`src/rtl/jtag_tap.sv`:
```
// rtl/jtag_tap.sv - IEEE 1149.1-style TAP controller with IR, BYPASS, IDCODE and USER data registers.
module jtag_tap #(
  parameter int                    IR_WIDTH      = 4,
  parameter logic [31:0]           IDCODE_VALUE  = 32'h000FAF01,
  parameter int                    USER_DR_WIDTH = 8,
  parameter logic [IR_WIDTH-1:0]   INSTR_IDCODE  = IR_WIDTH'(4'b1110),
  parameter logic [IR_WIDTH-1:0]   INSTR_USER    = IR_WIDTH'(4'b1010)
) (
  input  logic                     tck,
  input  logic                     trst_n,
  input  logic                     tms,
  input  logic                     tdi,
  input  logic                     enable,
  output logic                     tdo,
  output logic                     tdo_en,
  output logic [IR_WIDTH-1:0]      ir_value,
  output logic [3:0]               tap_state,
  input  logic [USER_DR_WIDTH-1:0] user_capture,
  output logic [USER_DR_WIDTH-1:0] user_dr,
  output logic                     user_update
);

  typedef enum logic [3:0] {
    TLR    = 4'd0,  RTI    = 4'd1,  SEL_DR = 4'd2,  CAP_DR = 4'd3,
    SH_DR  = 4'd4,  EX1_DR = 4'd5,  PAU_DR = 4'd6,  EX2_DR = 4'd7,
    UPD_DR = 4'd8,  SEL_IR = 4'd9,  CAP_IR = 4'd10, SH_IR  = 4'd11,
    EX1_IR = 4'd12, PAU_IR = 4'd13, EX2_IR = 4'd14, UPD_IR = 4'd15
  } tap_state_t;

  tap_state_t state, next_state;

  logic [IR_WIDTH-1:0]      ir_shift;
  logic [31:0]              idcode_shift;
  logic [USER_DR_WIDTH-1:0] user_shift;
  logic                     bypass_reg;
  logic                     sel_idcode;
  logic                     sel_user;
  logic                     dr_lsb;

  assign tap_state = state;

  always_ff @(posedge tck or negedge trst_n) begin
    if (!trst_n)
      state <= TLR;
    else if (!enable)
      state <= TLR;
    else
      state <= next_state;
  end

  always_comb begin
    next_state = state;
    case (state)
      TLR:    next_state = tms ? TLR    : RTI;
      RTI:    next_state = tms ? SEL_DR : RTI;
      SEL_DR: next_state = tms ? SEL_IR : CAP_DR;
      CAP_DR: next_state = tms ? EX1_DR : SH_DR;
      SH_DR:  next_state = tms ? EX1_DR : SH_DR;
      EX1_DR: next_state = tms ? UPD_DR : PAU_DR;
      PAU_DR: next_state = tms ? EX2_DR : PAU_DR;
      EX2_DR: next_state = tms ? UPD_DR : SH_DR;
      UPD_DR: next_state = tms ? SEL_DR : RTI;
      SEL_IR: next_state = tms ? TLR    : CAP_IR;
      CAP_IR: next_state = tms ? EX1_IR : SH_IR;
      SH_IR:  next_state = tms ? EX1_IR : SH_IR;
      EX1_IR: next_state = tms ? UPD_IR : PAU_IR;
      PAU_IR: next_state = tms ? EX2_IR : PAU_IR;
      EX2_IR: next_state = tms ? UPD_IR : SH_IR;
      UPD_IR: next_state = tms ? SEL_DR : RTI;
      default: next_state = TLR;
    endcase
  end

  // Anything that is neither IDCODE nor USER (including all-ones) falls through to BYPASS.
  assign sel_idcode = (ir_value == INSTR_IDCODE);
  assign sel_user   = !sel_idcode && (ir_value == INSTR_USER);
  assign dr_lsb     = sel_idcode ? idcode_shift[0] :
                      sel_user   ? user_shift[0]   : bypass_reg;

  always_ff @(posedge tck or negedge trst_n) begin
    if (!trst_n) begin
      ir_value     <= INSTR_IDCODE;
      ir_shift     <= '0;
      idcode_shift <= '0;
      user_shift   <= '0;
      bypass_reg   <= 1'b0;
      user_dr      <= '0;
      user_update  <= 1'b0;
      tdo          <= 1'b0;
      tdo_en       <= 1'b0;
    end else if (!enable) begin
      ir_value    <= INSTR_IDCODE;
      tdo         <= 1'b0;
      tdo_en      <= 1'b0;
      user_update <= 1'b0;
    end else begin
      tdo         <= 1'b0;
      tdo_en      <= 1'b0;
      user_update <= 1'b0;

      // Loading on entry as well guarantees IDCODE is selected whenever TLR is reached.
      if (state == TLR || next_state == TLR)
        ir_value <= INSTR_IDCODE;
      else if (state == UPD_IR)
        ir_value <= ir_shift;

      case (state)
        CAP_IR: ir_shift <= IR_WIDTH'(2'b01);
        SH_IR: begin
          tdo      <= ir_shift[0];
          tdo_en   <= 1'b1;
          ir_shift <= {tdi, ir_shift[IR_WIDTH-1:1]};
        end
        CAP_DR: begin
          if (sel_idcode)
            idcode_shift <= IDCODE_VALUE;
          else if (sel_user)
            user_shift <= user_capture;
          else
            bypass_reg <= 1'b0;
        end
        SH_DR: begin
          tdo    <= dr_lsb;
          tdo_en <= 1'b1;
          if (sel_idcode)
            idcode_shift <= {tdi, idcode_shift[31:1]};
          else if (sel_user)
            user_shift <= (user_shift >> 1) |
                          (USER_DR_WIDTH'(tdi) << (USER_DR_WIDTH - 1));
          else
            bypass_reg <= tdi;
        end
        UPD_DR: begin
          if (sel_user) begin
            user_dr     <= user_shift;
            user_update <= 1'b1;
          end
        end
        default: ;
      endcase
    end
  end

endmodule
```
`config.mk`:
```
export PLATFORM = sky130hd
export DESIGN_NAME = jtag_tap
export DESIGN_NICKNAME = d
export VERILOG_FILES = /design/src/rtl/jtag_tap.sv
export SDC_FILE = /design/constraint.sdc
export NUM_CORES = 1
export LEC_CHECK = 0
export ABC_AREA = 1
export BUFFER_PORTS_ARGS = -buffer_cell sky130_fd_sc_hd__buf_2
export CAP_MARGIN = 0
export CORE_AREA = 2 2 80 82
export CTS_BUF_LIST = sky130_fd_sc_hd__clkbuf_8
export DETAILED_ROUTE_END_ITERATION = 12
export DIE_AREA = 0 0 82 84
export GPL_TIMING_DRIVEN = 0
export PLACE_DENSITY = 0.7
export SYNTH_ARGS = -nofsm -noshare
export SYNTH_HDL_FRONTEND = slang
export SYNTH_SLANG_ARGS = --single-unit
```
`constraint.sdc`:
```
create_clock -name tck -period 1.6 [get_ports tck]
set_input_delay 0.08 -clock tck [delete_from_list [all_inputs] [get_ports tck]]
set_output_delay 0.08 -clock tck [all_outputs]
set_load 0.02 [all_outputs]
```
; ---- Word level (Yosys, flattened, before mapping)
; Cells that the tools add are included.
[word_totals]
ff_bits = 64
out_inout_bits = 19
input_bits = 13
wordCells = 93
[op_classes]
mux = 40
n_eq_ne = 26
reduce_logical = 16
n_bitwise = 1
[ops]
columns = operator, n
row1 = $mux 32, 2
row2 = $pmux 32 s2, 1
row3 = $pmux 4 s12, 1
row4 = $eq 4x4->1 const B, 10
row5 = $mux 4, 8
row6 = $mux 8, 4
row7 = $eq 4x3->1 const B, 4
row8 = $ne 2x2->1 const B, 8
row9 = $pmux 8 s2, 1
row10 = $mux 1, 15
row11 = $reduce_and 6->1, 2
row12 = $eq 4x2->1 const B, 2
row13 = $logic_not 4->1, 2
row14 = $or 7x8->8, 1
row15 = $pmux 4 s2, 1
row16 = $mux 2, 3
row17 = $mux 3, 2
row18 = $reduce_or 2->1, 3
row19 = $eq 4x1->1 const B, 1
row20 = $pmux 1 s2, 2
row21 = $reduce_and 4->1, 1
row22 = $reduce_bool 2->1, 2
row23 = $ne 3x1->1 const B, 1
row24 = $reduce_and 3->1, 1
row25 = other kinds (5), 5

; ---- Logic depth before layout (Yosys ltp)
; Gate-level depths: netlist of the first run.
[depth]
depth_word = 7
depth_mapped = 11
depth_no_buf = 10

; ---- Least setup slack after synthesis of the first run
; No wires, ideal clock.
[synth_timing]
path_kind = register -> register
from = reg ir_value[3]
to = reg user_shift[6]
setup_slack_ns = 0.002
setup_time_ns = 0.083
period_less_slack_ns = 1.598
stages_incl_launch_ff = 8
required_ns = 1.517
path_buffers = 1
arrival_ns = 1.515
cell_sequence = dfstp_2 -> nand3b_1 -> nor2_1 -> inv_1 -> nor3_4 -> buf_6 -> o211ai_1 -> o21ai_0
[synth_between]
elab_chain_len = 5
elab_cells_between_ends = 9
classes_between = 6 x eq/ne / 3 x reduce/logical
[synth_lines]
columns = item, line
row1 = start: declaration, 16  ; output logic [IR_WIDTH-1:0] ir_value,
row2 = start signal: assignment, 105  ; ir_value <= ir_shift;
row3 = $eq 4x4->1, 75  ; assign sel_idcode = (ir_value == INSTR_IDCODE);
row4 = $logic_not 1->1, 76  ; assign sel_user = !sel_idcode && (ir_value == INSTR_USER);
row5 = $logic_and 1x1->1, 76
row6 = $ne 2x2->1 (no line), --
row7 = $reduce_and 6->1 (no line) *, --
row8 = end signal: assignment, 118  ; user_shift <= user_capture;
row9 = end signal: assignment, 128  ; user_shift <= (user_shift >> 1) |
row10 = end: declaration, 34  ; logic [USER_DR_WIDTH-1:0] user_shift;
; Mark *: on every way between the ends. The rest lies on a longest branch, timed or not.
; A chain may end at the register's enable or synchronous reset.

; ---- Worst setup path after layout of the first run
[layout_timing]
from = reg state[1], in the netlist tap_state[1]
to = reg idcode_shift[26]
[layout_between]
elab_chain_len = 3
elab_cells_between_ends = 7
classes_between = 4 x eq/ne / 1 x mux / 2 x reduce/logical
[layout_lines]
columns = item, line
row1 = start: declaration, 30  ; tap_state_t state, next_state;
row2 = start signal: assignment, 48  ; state <= next_state;
row3 = $eq 4x2->1 / $eq 4x3->1 (equally long branches), 107  ; case (state)
row4 = $ne 2x2->1 (no line) / $reduce_bool 2->1 (equally long branches), --
row5 = $reduce_and 4->1 (no line), --
row6 = end signal: assignment, 126  ; idcode_shift <= {tdi, idcode_shift[31:1]};
row7 = end: declaration, 33  ; logic [31:0] idcode_shift;
; Several ways; a longest one is shown, not always the timed one.

==> results of run 1 <==
worst max-delay path, cell delays in order, from the launching register on:
cell     delay, ps
dfrtp_2        470
inv_2          130
nand2_4         70
nor2_4         140
a21oi_4         60
nor2_4         150
nand2_4         80
buf_4          160
buf_6          130
nand2_1         50
o21ai_1         60
timing repair:
action	CTS	global route
hold buffers	6	0
cloned	1	0
gates resized for setup	13	37
endpoints found under the hold margin	66	0
buffers inserted	8	13
pin swaps	3	10
setup endpoints to repair	49	52
cell usage in the layout (no fill, tap or decap):
| master | count |
|---|---|
| clkinv_4 | 1 |
| bufinv_16 | 1 |
| nand3b_1 | 1 |
| clkbuf_8 | 12 |
| nand2_2 | 5 |
| nor2_1 | 29 |
| buf_12 | 1 |
| dfrtp_1 | 58 |
| a22oi_1 | 1 |
| dlygate4sd3_1 | 6 |
| nor3_4 | 1 |
| dfstp_2 | 3 |
| buf_2 | 33 |
| buf_4 | 24 |
| nor4_1 | 1 |
| buf_6 | 7 |
| nand2_1 | 97 |
| nand3_2 | 3 |
| a21oi_4 | 1 |
| clkbuf_1 | 1 |
| nand3_1 | 12 |
| inv_2 | 7 |
| clkinvlp_4 | 1 |
| nor2_2 | 4 |
| a21oi_1 | 7 |
| buf_8 | 1 |
| dfrtp_2 | 3 |
| nor2_4 | 5 |
| inv_4 | 1 |
| clkinv_2 | 1 |
| inv_1 | 19 |
| o211ai_1 | 7 |
| a21oi_2 | 2 |
| o21a_1 | 1 |
| clkbuf_4 | 1 |
| nand2_4 | 2 |
| o21ai_0 | 23 |
| o21ai_1 | 37 |
where the power goes:
group          total, W  internal, W  switching, W
Sequential      0.00192      0.00181      0.000113
Combinational  0.000565     0.000232      0.000333
Clock           0.00148     0.000847      0.000633
cell type report:
| type | count | area, um2 | area share |
|---|---|---|---|
| clock inverter | 4 | 51.3 | 0.0138 |
| sequential | 64 | 1610 | 0.432 |
| timing repair buffer | 59 | 393 | 0.106 |
| multi-input combinational | 239 | 1160 | 0.313 |
| inverter | 27 | 104 | 0.0279 |
| clock buffer | 12 | 165 | 0.0444 |
| tap | 77 | 96.3 | 0.0259 |
| buffer | 15 | 138 | 0.0370 |
per-stage QoR:
step | power (W) | instance area [um2] | setup TNS, ps | util | hold slack [ps]
2_1_floorplan | 0.00225 | 2900 | 0 | - | -216
3_3_place_gp | 0.00239 | 3150 | -2870 | 0.516 | 350
3_5_place_dp | 0.00241 | 3150 | -2980 | 0.517 | 217
4_1_cts | 0.00392 | 3520 | -6.51 | 0.577 | 19.1
5_1_grt | 0.00417 | 3720 | -1300 | 0.610 | 55.1
6_report | 0.00396 | 3720 | -5.24 | 0.610 | 22.9
routing by layer:
layer	part of all wire	GRT usage	vias up
met5	0	0	-
met4	0.014	0.0818	0
met1	0.46	0.260	1177
li1	-	-	1254
met2	0.49	0.307	49
met3	0.037	0.0498	7
worst paths after layout:
kind,from,to,slack [ps],depth (start not counted)
worst min-delay path,user_capture[5],user_shift[5]$_DFFE_PN0P_,20,3
min in group asynchronous,trst_n,idcode_shift[4]$_DFFE_PN0P_,370,2
worst min register to register,user_dr[3]$_DFFE_PN0P_,user_dr[3]$_DFFE_PN0P_,490,2
max in group asynchronous,trst_n,tap_state[0]$_DFF_PN0_,680,2
worst max register to register,tap_state[1]$_DFF_PN0_,idcode_shift[26]$_DFFE_PN0P_,-4,10
worst max-delay path,tap_state[1]$_DFF_PN0_,idcode_shift[26]$_DFFE_PN0P_,-4,10
logic make-up (layout without fill, tap and decap cells):
logic type,count (synthesis),count (layout),synth area share
AND/OR/NAND/NOR,160,160,0.226
AO/OA/AOI/OAI,79,79,0.146
flip-flops,64,64,0.554
buffers and inverters,42,117,0.0739
==> reports/qor_table.md, run 1 <==
| Group | Quantity | Reported |
| --- | --- | --- |
| clock tree | Insertion delay of the later-clocked pin in the worst-skew pair | 350 ps |
| place | Placer congestion estimate | 0.917 |
| die | Starting Density | 0.475 |
| worst setup path | Data required time at the worst endpoint | 1830 ps |
| clock tree | H-tree Lvls | 3 |
| final layout | Number of nets in the finished design | 428 |
| logic synthesis | Number of enable-type register cells in the synthesized netlist | 0 |
| logic synthesis | Main synth FF type | dfrtp_1 |
| global routing | Overflow left after global routing | 0 |
| logic synthesis | Synth Instances | 345 |
| logic synthesis | Share of synthesized flip-flops with an asynchronous set or reset | 1.00 |
| routing | Routed Antenna Nets | 0 |
| job | # Max-Cap Violations | 0 |
| worst hold path | Hold Path Class | input port to flop |
| logic synthesis | Count of synthesis-stage warnings from yosys | 0 |
| timing | Share of the clock period used by the worst path | 1.00 |
| die | Number of cell rows | 29 |
| clock tree | Num CTS Buffers | 9 |
| die | Floorplan die area | 6890 um2 |
| die | I/O pin count | 32 |
| routing | Routed via count divided by cell count | 5.00 |
| pwr | Pwr dens | 1070 nW/um2 |
| final layout | Post-route insts no fill | 497 |
| final layout | Regs by FF count | idcode_shift: 32 flops, user_dr: 8 flops, user_shift: 8 flops |
| logic synthesis | Mean instance size in the synthesized netlist | 8.40 um2 |
| place | Cells after DPL | 453 |
| timing | Worst rel slew slack | 0.478 |
| routing | Vias post-DR | 2487 |
| timing | RSZ-0062 raised after global routing | true |
| pwr | Leak | 1.78 nW |
| worst setup path | Startpoint class of the critical path | flop |
| worst setup path | Nature of the critical path endpoint | flop |
| place | Number of buffers inserted by port buffering | 31 |
| clock tree | Clock tree from TritonCTS | yes |
| global routing | Maximum number of pins on one net before global-route repair | 65 |
| global routing | Global-route total usage across every layer | 0.197 |
| timing | Worst Clk Skew | 8.78 ps |
| timing | Max Slew Vio Count | 0 |
| final layout | Proportion of layout cells with a drive suffix above 1 | 0.286 |
| routing | Total iterations of the first detailed-routing run | 4 |
| clock tree | Maximum root-to-sink buffer count | 2 |
| timing | Highest clock rate | 0.624 GHz |
| global routing | First-pass GRT wire length | 10.4 mm |
| die | Die width | 82 um |
| routing | WL final | 6.44 mm |
| logic synthesis | Synth Cell Area | 2900 um2 |
| final layout | Filler cell count in the final layout | 518 |
| timing | Final number of hold-violating endpoints | 0 |
| die | Core Footprint | 6100 um2 |
| timing | Slew @ Worst Pin | 782 ps |
| routing | Average wire per standard cell | 13.0 um |
| routing | Initial detailed-routing violation count | 166 |
| final layout | Antenna Cells | 0 |
| final layout | Biggest register | idcode_shift |
| worst setup path | Worst Path Arrival | 1830 ps |
| routing | Remaining routing DRC violations | 0 |
| clock tree | TritonCTS sink count | 64 |
| place | Half-perimeter wire length after placement | 4.13 mm |
| logic synthesis | Sequential-to-total area share from yosys stat | 0.554 |
| logic synthesis | Yosys reg bits | 64 |
| timing | Final critical path time including I/O delays and setup | 1600 ps |
| worst setup path | Worst setup path category | flop to flop |
| logic synthesis | Top cells by count, synth | nand2_1 (102), dfrtp_1 (61), nor2_1 (35) |
| pwr | Peak supply drop | 0.703 mV |
| clock tree | Clock-pin slew reported for the worst setup and hold paths after clock tree synthesis | 70 ps |
| clock tree | Clock root buffer | clkbuf_8 |
| logic synthesis | Synth top area share | 0.527 |
| timing | Setup WS post-layout | -3.72 ps |
| worst setup path | CP max FO | 10 |
| place | Post-Place Worst Slack | -191 ps |
| logic synthesis | Main area contributors after synthesis | dfrtp_1 (53%), nand2_1 (13%), o21ai_1 (5.5%) |
| final layout | Synthesis-to-finish area growth | 28.5% |
| die | Die Height | 84 um |
| timing | Total of endpoints with negative setup slack in the final report | 2 |
| outcome | Run status | finished with violations |
| logic synthesis | Leading area contributor after synthesis | dfrtp_1 |
| final layout | Max FFs per register | 32 |
| logic synthesis | Number of distinct library cell variants in the gate-level netlist after synthesis | 24 |
| logic synthesis | Number of nets in the synthesized netlist | 358 |
| global routing | Vias in the first global route | 2338 |
| logic synthesis | Library cell with the highest instance count after synthesis | nand2_1 |
| global routing | Initial antenna violation count | 0 |
| outcome | Violated checks | negative setup slack |
Power figures use the tool's default switching activity.
==> run 2: changes to the inputs <==
--- a/config.mk
+++ b/config.mk
@@ -8,10 +8,10 @@
 export ABC_AREA = 1
 export BUFFER_PORTS_ARGS = -buffer_cell sky130_fd_sc_hd__buf_2
 export CAP_MARGIN = 0
-export CORE_AREA = 2 2 80 82
+export CORE_AREA = 2 2 89 74
 export CTS_BUF_LIST = sky130_fd_sc_hd__clkbuf_8
 export DETAILED_ROUTE_END_ITERATION = 12
-export DIE_AREA = 0 0 82 84
+export DIE_AREA = 0 0 91 76
 export GPL_TIMING_DRIVEN = 0
 export PLACE_DENSITY = 0.7
 export SYNTH_ARGS = -nofsm -noshare
==> run 2 against run 1 <==
- the flow still finishes with violations (negative setup slack)
- clock skew increased by 1.8 ps
- worst setup slack worse by 11 ps
- via count is 0.12% lower
- first-iteration DRC count up 14%
- non-clock buffer count decreased by 4
- critical path type unchanged
- critical path depth fell by 3
- sequential power is essentially flat
- die area rose by 0.41%
- flip-flop and latch count unchanged
==> reports/qor_table.md, run 2 (synthesized netlist as in run 1, its figures left out) <==
| Group | Quantity | Reported | vs previous |
| --- | --- | --- | --- |
| final layout | Max FFs per register | 32 | unchanged |
| final layout | Proportion of layout cells with a drive suffix above 1 | 0.293 | was 0.286 |
| worst setup path | Delay of the slowest critical-path stage | 530 ps | was 470 ps |
| die | Core Footprint | 6120 um2 | was 6100 um2 |
| die | Floorplan die area | 6920 um2 | was 6890 um2 |
| timing | Final-layout worst hold slack | 11.0 ps | was 22.9 ps |
| place | Number of buffers inserted by port buffering | 31 | unchanged |
| timing | Highest clock rate | 0.619 GHz | was 0.624 GHz |
| final layout | Biggest register | idcode_shift | unchanged |
| worst setup path | Cell breakdown of the critical path | nand3b_1, nor2_4, inv_2, nor3_4, buf_4, o211ai_1, o21ai_1 | was inv_2, nand2_4, nor2_4, a21oi_4, nor2_4, nand2_4, buf_4, buf_6, nand2_1, o21ai_1 |
| final layout | Filler cell count in the final layout | 558 | was 518 |
| routing | WL final | 6.40 mm | was 6.44 mm |
| timing | Total of endpoints with negative setup slack in the final report | 6 | was 2 |
| routing | Total length of routed met3 wires | 320 um | was 240 um |
| final layout | Final core area utilization | 0.611 | was 0.610 |
| clock tree | Clock-pin slew reported for the worst setup and hold paths after clock tree synthesis | 70 ps | about the same |
| place | Placer congestion estimate | 0.915 | was 0.917 |
| global routing | First-pass GRT wire length | 10.4 mm | about the same |
| routing | Met2 WL | 2.94 mm | was 3.17 mm |
| global routing | Overflow left after global routing | 0 | unchanged |
| routing | Length of routed wiring on met1 | 3.06 mm | was 2.94 mm |
| worst setup path | Critical-path cell with the highest stage delay | dfstp_2 | was dfrtp_2 |
| worst setup path | Data required time at the worst endpoint | 1870 ps | was 1830 ps |
| global routing | Vias in the first global route | 2256 | was 2338 |
| worst setup path | Worst Path Arrival | 1890 ps | was 1830 ps |
| global routing | Maximum number of pins on one net before global-route repair | 65 | unchanged |
| routing | Total iterations of the first detailed-routing run | 4 | unchanged |
| final layout | Synthesis-to-finish area growth | 28.9% | was 28.5% |
| final layout | Leading cell type in the layout, fill and taps excluded | nand2_1 | unchanged |
| timing | Final critical path time including I/O delays and setup | 1620 ps | was 1600 ps |
| routing | Routed via count divided by cell count | 4.96 | was 5.00 |
| clock tree | Maximum root-to-sink buffer count | 2 | unchanged |
| final layout | Regs by FF count | idcode_shift: 32 flops, user_dr: 8 flops, user_shift: 8 flops | unchanged |
| routing | Vias post-DR | 2484 | was 2487 |
| worst setup path | R2r startpoint | ir_value[3]$_DFFE_PN1P_ | was tap_state[1]$_DFF_PN0_ |
| timing | Setup Total Neg Slack | -33.0 ps | was -5.24 ps |
| final layout | Highest-count cells in the layout ignoring fill and taps | nand2_1 (97), dfrtp_1 (58), o21ai_1 (36) | was nand2_1 (97), dfrtp_1 (58), o21ai_1 (37) |
| clock tree | Num CTS Buffers | 9 | unchanged |
| pwr | Post-layout power | 0.00394 W | was 0.00396 W |
| die | Number of cell rows | 26 | was 29 |
| routing | Initial detailed-routing violation count | 189 | was 166 |
| timing | Setup WS post-layout | -15.2 ps | was -3.72 ps |
| die | Die width | 91 um | was 82 um |
| timing | Worst Clk Skew | 10.6 ps | was 8.78 ps |
| routing | Routed Antenna Nets | 0 | unchanged |
| global routing | Initial antenna violation count | 0 | unchanged |
| final layout | Antenna Cells | 0 | unchanged |
| timing | Worst rel slew slack | 0.481 | was 0.478 |
| worst setup path | CP max FO | 4 | was 10 |
| worst hold path | Worst Min Path Start | user_capture[6] | was user_capture[5] |
| clock tree | H-tree Lvls | 3 | unchanged |
| timing | Slew @ Worst Pin | 778 ps | was 782 ps |
| clock tree | Insertion delay of the later-clocked pin in the worst-skew pair | 350 ps | about the same |
| place | Half-perimeter wire length after placement | 4.05 mm | was 4.13 mm |
| die | I/O pin count | 32 | unchanged |
| die | Starting Density | 0.474 | was 0.475 |
| timing | RSZ-0062 raised after global routing | true | unchanged |
| worst setup path | Startpoint class of the critical path | flop | unchanged |
| routing | Average wire per standard cell | 12.8 um | was 13.0 um |
| job | # Max-Cap Violations | 0 | unchanged |
| timing | Final number of hold-violating endpoints | 0 | unchanged |
| clock tree | Clock root buffer | clkbuf_8 | unchanged |
| pwr | Pwr dens | 1050 nW/um2 | was 1070 nW/um2 |
| clock tree | Clock tree from TritonCTS | yes | unchanged |
| worst setup path | Worst setup path category | flop to flop | unchanged |
| final layout | Number of nets in the finished design | 425 | was 428 |
| clock tree | TritonCTS sink count | 64 | unchanged |
| outcome | Run status | finished with violations | unchanged |
| worst hold path | Hold Path Class | input port to flop | unchanged |
| outcome | Violated checks | negative setup slack | unchanged |
| worst setup path | Start point of the critical path | ir_value[3]$_DFFE_PN1P_ | was tap_state[1]$_DFF_PN0_ |
| routing | Remaining routing DRC violations | 0 | unchanged |
| worst setup path | Nature of the critical path endpoint | flop | unchanged |
| timing | Max Slew Vio Count | 0 | unchanged |
| timing | Share of the clock period used by the worst path | 1.01 | was 1.00 |
| global routing | Global-route total usage across every layer | 0.189 | was 0.197 |
| pwr | Leak | 1.77 nW | was 1.78 nW |
| routing | Top Layer Used | met4 | unchanged |
| pwr | Peak supply drop | 0.728 mV | was 0.703 mV |
| die | Die Height | 76 um | was 84 um |
[run 2: changes by cell type in the layout (fill, tap and decap cells not counted), moves of 2 or more]
| cell | before | now |
|---|---|---|
| buf_6 | 7 | 12 |
| o21ai_0 | 23 | 19 |
| clkbuf_8 | 12 | 10 |
| buf_4 | 24 | 19 |
| inv_2 | 7 | 3 |
| inv_4 | 1 | 3 |
| o21ai_2 | 0 | 5 |
| inv_1 | 19 | 21 |
[run 2: what timing repair did]
| item | CTS | global route |
|---|---|---|
| setup endpoints to repair | 40 | 56 |
| hold endpoints to repair | 65 | 0 |
| hold buffers | 5 | 0 |
| buffers inserted | 6 | 12 |
| resized for setup | 17 | 47 |
| gates cloned | 1 | 2 |
| pin swaps | 4 | 8 |
[run 2: path summary, 6_finish.rpt]
path / slack [ps] / cells past startpoint / endpoint
min reg2reg: 480 / 2 / user_dr[5]$_DFFE_PN0P_
min: 10 / 3 / user_shift[6]$_DFFE_PN0P_
max in group asynchronous: 680 / 2 / tap_state[1]$_DFF_PN0_
max: -20 / 7 / user_shift[0]$_DFFE_PN0P_
max reg2reg: -20 / 7 / user_shift[0]$_DFFE_PN0P_
min in group asynchronous: 340 / 2 / user_shift[5]$_DFFE_PN0P_
[run 2: through the flow]
stage          setup slack, ps  instance area [um2]  std cells
6_report                 -15.2                 3730        501
5_1_grt                  -99.6                 3730        501
4_1_cts                  -14.1                 3500        488
3_5_place_dp              -170                 3160        460
3_3_place_gp              -156                 3160        460
2_1_floorplan             1.90                 2900        345
[run 2: worst max-delay path, delay by kind of cell (launching register included)]
kind / cells / cell delay, ps
AOI/OAI and AO/OA: 2 / 160
buffers and inverters: 2 / 220
DFF: 1 / 530
and+or+nand+nor: 3 / 630
[run 2: layer usage]
layer  global-route usage  vias up
li1                     -     1254
met1                0.272     1161
met2                0.277       62
met3               0.0534        7
met4               0.0621        0
met5                    0        -
[run 2: final cells by class]
class	instances	area (um2)	share of cell area
timing repair buffer	56	365	0.0978
clock buffer	10	138	0.0369
sequential	64	1610	0.431
clock inverter	6	67.6	0.0181
buffer	14	131	0.0352
inverter	27	109	0.0291
tap	84	105	0.0281
multi-input combinational	240	1210	0.324
[run 2: power breakdown]
| part | total, W | switching [W] | internal [W] |
|---|---|---|---|
| clock | 0.00141 | 0.000645 | 0.000766 |
| sequential | 0.00192 | 0.000119 | 0.00181 |
| combinational | 0.000602 | 0.000356 | 0.000246 |
| total | 0.00394 | 0.00112 | 0.00282 |
